File: config.mk
export PLATFORM = sky130hd
export DESIGN_NAME = wb_initiator_bridge
export DESIGN_NICKNAME = d
export VERILOG_FILES = /design/src/rtl/wb_initiator_bridge.sv
export SDC_FILE = /design/constraint.sdc
export NUM_CORES = 1
export LEC_CHECK = 0
export BUFFER_PORTS_ARGS = -buffer_cell sky130_fd_sc_hd__buf_2
export CAP_MARGIN = 20
export CORE_UTILIZATION = 49
export DETAILED_ROUTE_END_ITERATION = 6
export PLACE_DENSITY = 0.85
export SETUP_SLACK_MARGIN = 0.02
export SYNTH_ARGS = -nofsm -noshare
export SYNTH_HDL_FRONTEND = slang
export SYNTH_SLANG_ARGS = --single-unit
File: constraint.sdc
create_clock -name clk -period 4.7 [get_ports clk]
set_input_delay 0.47 -clock clk [delete_from_list [all_inputs] [get_ports clk]]
set_output_delay 0.47 -clock clk [all_outputs]
set_load 0.005 [all_outputs]
File: src/rtl/wb_initiator_bridge.sv
// Fetch/data port arbiter driving a single Wishbone classic initiator.
// Define WB_TIMEOUT_EN to enable the bus watchdog (err_o, TIMEOUT_CYCLES).
module wb_initiator_bridge #(
    parameter int ADDR_WIDTH     = 32,
    parameter int DATA_WIDTH     = 32,
    parameter int TIMEOUT_CYCLES = 255
) (
    input  logic                  clk,
    input  logic                  rst_n,
    input  logic                  if_req_i,
    input  logic [ADDR_WIDTH-1:0] if_addr_i,
    output logic [DATA_WIDTH-1:0] if_rdata_o,
    output logic                  if_valid_o,
    input  logic                  d_req_i,
    input  logic                  d_we_i,
    input  logic [ADDR_WIDTH-1:0] d_addr_i,
    input  logic [DATA_WIDTH-1:0] d_wdata_i,
    input  logic [3:0]            d_wmask_i,
    output logic [DATA_WIDTH-1:0] d_rdata_o,
    output logic                  d_done_o,
    output logic                  wb_cyc_o,
    output logic                  wb_stb_o,
    output logic                  wb_we_o,
    output logic [ADDR_WIDTH-1:0] wb_addr_o,
    output logic [DATA_WIDTH-1:0] wb_data_o,
    output logic [3:0]            wb_sel_o,
    input  logic [DATA_WIDTH-1:0] wb_data_i,
    input  logic                  wb_ack_i,
    output logic                  err_o
);

    typedef enum logic [1:0] {
        IDLE   = 2'd0,
        BUS_IF = 2'd1,
        BUS_D  = 2'd2
    } state_t;

    localparam logic [DATA_WIDTH-1:0] FILL = DATA_WIDTH'(32'hDEAD_BEEF);

    if (TIMEOUT_CYCLES < 1) begin : g_bad_timeout
        $error("TIMEOUT_CYCLES must be at least 1");
    end

    state_t state;
    state_t state_nx;
    logic   rr_if_first;
    logic   if_go;
    logic   d_go;
    logic   if_pick;
    logic   d_pick;
    logic   timeout;

    // A port whose completion pulse is high cannot re-request that cycle.
    assign if_go = if_req_i && !if_valid_o;
    assign d_go  = d_req_i && !d_done_o;

`ifdef WB_TIMEOUT_EN
    localparam int CNT_W = $clog2(TIMEOUT_CYCLES + 1);

    logic [CNT_W-1:0] wd_cnt;

    // Count cycles spent on the bus; restarts for every transaction.
    always_ff @(posedge clk or negedge rst_n) begin
        if (!rst_n) begin
            wd_cnt <= '0;
        end else if (state == IDLE) begin
            wd_cnt <= '0;
        end else begin
            wd_cnt <= wd_cnt + 1'b1;
        end
    end

    assign timeout = (state != IDLE) && !wb_ack_i &&
                     (wd_cnt == CNT_W'(TIMEOUT_CYCLES - 1));
`else
    assign timeout = 1'b0;
`endif

    // Arbitration and next-state selection.
    always_comb begin
        state_nx = state;
        if_pick  = 1'b0;
        d_pick   = 1'b0;
        unique case (state)
            IDLE: begin
                unique case (1'b1)
                    if_go && d_go: begin
                        if_pick = rr_if_first;
                        d_pick  = !rr_if_first;
                    end
                    if_go && !d_go: if_pick = 1'b1;
                    d_go && !if_go: d_pick = 1'b1;
                    default: ;
                endcase
                if (if_pick) begin
                    state_nx = BUS_IF;
                end else if (d_pick) begin
                    state_nx = BUS_D;
                end
            end
            BUS_IF, BUS_D: begin
                if (wb_ack_i || timeout) begin
                    state_nx = IDLE;
                end
            end
            default: state_nx = IDLE;
        endcase
    end

    // State register and round-robin pointer (data wins after reset).
    always_ff @(posedge clk or negedge rst_n) begin
        if (!rst_n) begin
            state       <= IDLE;
            rr_if_first <= 1'b0;
        end else begin
            state <= state_nx;
            if (if_pick) begin
                rr_if_first <= 1'b0;
            end else if (d_pick) begin
                rr_if_first <= 1'b1;
            end
        end
    end

    // Bus cycle launch/termination and registered port results.
    always_ff @(posedge clk or negedge rst_n) begin
        if (!rst_n) begin
            wb_cyc_o   <= 1'b0;
            wb_stb_o   <= 1'b0;
            wb_we_o    <= 1'b0;
            wb_addr_o  <= '0;
            wb_data_o  <= '0;
            wb_sel_o   <= 4'b0000;
            if_rdata_o <= '0;
            d_rdata_o  <= '0;
            if_valid_o <= 1'b0;
            d_done_o   <= 1'b0;
            err_o      <= 1'b0;
        end else begin
            if_valid_o <= 1'b0;
            d_done_o   <= 1'b0;
            err_o      <= 1'b0;
            unique case (state)
                IDLE: begin
                    if (if_pick) begin
                        wb_cyc_o  <= 1'b1;
                        wb_stb_o  <= 1'b1;
                        wb_we_o   <= 1'b0;
                        wb_addr_o <= {if_addr_i[ADDR_WIDTH-1:2], 2'b00};
                        wb_sel_o  <= 4'b1111;
                    end else if (d_pick) begin
                        wb_cyc_o  <= 1'b1;
                        wb_stb_o  <= 1'b1;
                        wb_we_o   <= d_we_i;
                        wb_addr_o <= {d_addr_i[ADDR_WIDTH-1:2], 2'b00};
                        wb_data_o <= d_wdata_i;
                        wb_sel_o  <= d_we_i ? d_wmask_i : 4'b1111;
                    end
                end
                BUS_IF: begin
                    if (wb_ack_i || timeout) begin
                        wb_cyc_o   <= 1'b0;
                        wb_stb_o   <= 1'b0;
                        wb_we_o    <= 1'b0;
                        if_valid_o <= 1'b1;
                        if_rdata_o <= wb_ack_i ? wb_data_i : FILL;
                        err_o      <= !wb_ack_i;
                    end
                end
                BUS_D: begin
                    if (wb_ack_i || timeout) begin
                        wb_cyc_o <= 1'b0;
                        wb_stb_o <= 1'b0;
                        wb_we_o  <= 1'b0;
                        d_done_o <= 1'b1;
                        err_o    <= !wb_ack_i;
                        if (!wb_we_o) begin
                            d_rdata_o <= wb_ack_i ? wb_data_i : FILL;
                        end
                    end
                end
                default: ;
            endcase
        end
    end

endmodule

==> summary.md <==
| Metric | Value |
|---|---|
| Least-Margin Pin Slew | 0.927 ns |
| Pre-CTS worst setup slack | 1.82 ns |
| Final Worst Setup Slack | 2.22 ns |
| Internal | 3.57 mW |
| Post-cts sizing count | 0 |
| Slew HR | 38.2% |
| Max VDD drop | 0.000423 V |
| Clk pwr share | 24.3% |
| Final wirelength | 13.6 mm |
| Total GRT Usage | 23.9% |
| Area growth, synth to finish | 36.3% |
| Sequential cell area | 3430 um2 |
| Outcome | finished clean |
| Drt wl/cell | 17.2 um |
| Starting Density | 50.3% |
| Fin. max-slew vios | 0 |
| Most common cell after layout, fill and taps aside | buf_2 |
| DRT iter0 DRCs | 226 |
| Compound-Gate Fraction of Synth Area | 7.51% |
| Max Fclk | 404 MHz |
| Setup TNS | 0 ns |
| CTS H-tree lvls | 4 |
| Grt met3 use | 9.50% |
| Avg Cell Area, Syn | 14.8 um2 |
| Min Tclk post-route | 2.48 ns |
| CP Launch Type | flop |
| Via count | 4221 |
| Unique masters post-synth | 30 |
| Synth Area in Simple Gates | 6.07% |
| Footprint of the multi-input gates | 1870 um2 |
| Mapped cell area | 5480 um2 |
| Most frequent cells in the layout | buf_2, dfrtp_1, mux2_2, and3_1, a221o_1 |
| Filler instances | 772 |
| Final setup viols | 0 |
| First-pass GRT wire length | 20.7 mm |
| Ports | 276 |
| Largest family of logic cells by synthesized area | multiplexers |
| Core Footprint | 10900 um2 |
| Endpoints failing hold | 0 |
| Sw Share | 30.9% |
| XOR/XNOR Fraction of Synth Area | 0% |
| Initial antenna violation count | 3 |
| Synthesis Warnings | 0 |
| Crit end category | flop |
| Worst-path clk slew | 0.06 ns |
| Layout cell share with drive strength beyond 1 | 59.0% |
| Met1 usage | 24.5% |
| DIE AREA | 11600 um2 |
| Mux contribution to synthesized area | 19.7% |
| Num rows | 38 |
| CTS sink cnt | 137 |
| Comb pwr share | 35.6% |
| P_sw | 1.59 mW |
| ANT nets after route | 0 |
| Die width | 108 um |
| Layout Nets | 778 |
| Clock insertion delay at the later pin of the skew report | 0.51 ns |
| DR vias/cell | 5.35 |
| Clk root buf | clkbuf_8 |
| Register area share after synthesis | 62.5% |
| Max cap viols | 0 |
| Sequential share of power | 40.1% |
| Grt ovf | 0 |
| Grt met2 use | 41.9% |
| Die H | 108 um |
| Total CTS buffers | 17 |
| Tightest Hold Check Type | in -> async |
| DRC | 0 |
| Post-detail-place hpwl | 9.81 mm |
| IO Port Bufs | 268 |
| Initial DRT Pass Iterations | 4 |
| Power density cells | 690 nW/um2 |
| Worst Skew | 0.00688 ns |
| Flop and latch count out of synthesis | 137 |
| Worst reg-to-reg setup slack | 2.22 ns |
| Final Cycle Share | 52.7% |
| Cts hold-fix bufs | 0 |
| Leakage | 3.84 nW |
| Setup repair after global routing missed its margin | false |
| Most Used Layer, Global Route | met2 |
| Longest Clk Path Bufs | 2 |
| Post-Syn Instances | 370 |
| Post CTS Setup Buffer Count | 0 |
| Vias in the first global route | 4192 |
| Largest net degree at the start of global routing | 89 |
| Worst EP arrival | 2.86 ns |
| Crit path kind | reg -> reg |
| Placer congestion estimate | 0.784 |
| CP Max Fanout | 22 |
| Post-Route Utilization | 68.6% |
| WP data required | 5.09 ns |
| Adder-Cell Fraction of Synth Area | 0.685% |
| CTS tree | built |
==> worst paths after layout <==
path                               start       endpoint  cells after the start
max                             state[0]  wb_data_o[24]                      6
min                                rst_n  if_rdata_o[9]                      1
max reg2reg                     state[0]  wb_data_o[24]                      6
min reg2reg                wb_data_o[30]  wb_data_o[30]                      1
max in group asynchronous          rst_n  wb_addr_o[13]                      2
min in group clk           d_wdata_i[10]  wb_data_o[10]                      2
==> layout make-up <==
type,count,share of cell area (%)
antenna,1,0.0335
clock inverter,10,1.61
sequential,137,45.9
multi-input combinational,202,25.1
tap,140,2.34
clock buffer,20,5.96
timing repair buffer,273,18.8
inverter,6,0.301
==> registers in the layout (all words and copies together), names as in the netlist <==
signal,flops
wb_sel_o,4
wb_data_o,32
rr_if_first,1
state,2
wb_stb_o,1
if_rdata_o,32
wb_we_o,1
d_rdata_o,32
d_done_o,1
wb_addr_o,30
if_valid_o,1
==> cell usage after synthesis (all sizes together) <==
library cell	instances	area share [%]
conb	1	0.068
nor2	1	0.21
and3	30	3.4
nand3b	2	0.27
dfrtp	137	63
and3b	3	0.48
a21o	1	0.14
nor4	4	0.46
ha	3	0.68
a21oi	6	0.55
or3b	1	0.21
nand2b	3	0.34
a31oi	1	0.11
and2	1	0.11
mux2	96	20
o21ai	4	0.37
nand2	5	0.34
buf	21	2.6
a32oi	1	0.16
o22ai	2	0.23
inv	6	0.41
nor2b	2	0.23
o32ai	1	0.16
clkbuf	6	0.41
a221o	30	5.5
a21bo	1	0.18
a211oi	1	0.14
==> power groups by stage <==
stage | sequential, mW | combinational [mW] | clock [mW]
after global placement | 2.03 | 1.76 | 0
final | 2.07 | 1.84 | 1.25
after detailed placement | 2.07 | 1.83 | 0
after floorplan | 2.11 | 0.937 | 0
after global routing | 2.13 | 2.00 | 1.34
after CTS | 2.07 | 1.85 | 1.28
==> logic make-up after synthesis <==
kind of cell / after synthesis
buffers and inverters: 33
AOI/OAI and AO/OA: 48
and+or+nand+nor: 52
muxes: 96
adders and majority gates: 3
DFF: 137
other: 1
==> routing by layer <==
metal | wire, um | up-vias
met2 | 7100 | 214
li1 | - | 1899
met4 | 323 | 4
met3 | 1220 | 28
met1 | 4930 | 2076
met5 | 24 | -
==> through the flow <==
stage | cells | hold WS (ns) | cell area [um2] | total power, mW
after floorplan | 372 | 0.174 | 5490 | 3.05
after global placement | 757 | 0.464 | 6880 | 3.79
after detailed placement | 757 | 0.477 | 6880 | 3.91
after CTS | 787 | 0.0274 | 7440 | 5.19
after global routing | 789 | 0.0477 | 7470 | 5.47
final | 789 | 0.00262 | 7470 | 5.16
==> critical path: stages (launching register included) <==
cell      delay [ns]
dfrtp_1         0.38
inv_1           0.11
ha_1            0.32
nand3b_1        0.28
nor2_4          0.52
buf_4           0.38
mux2_1          0.36
Note: power is estimated with default switching activity, not from simulation.
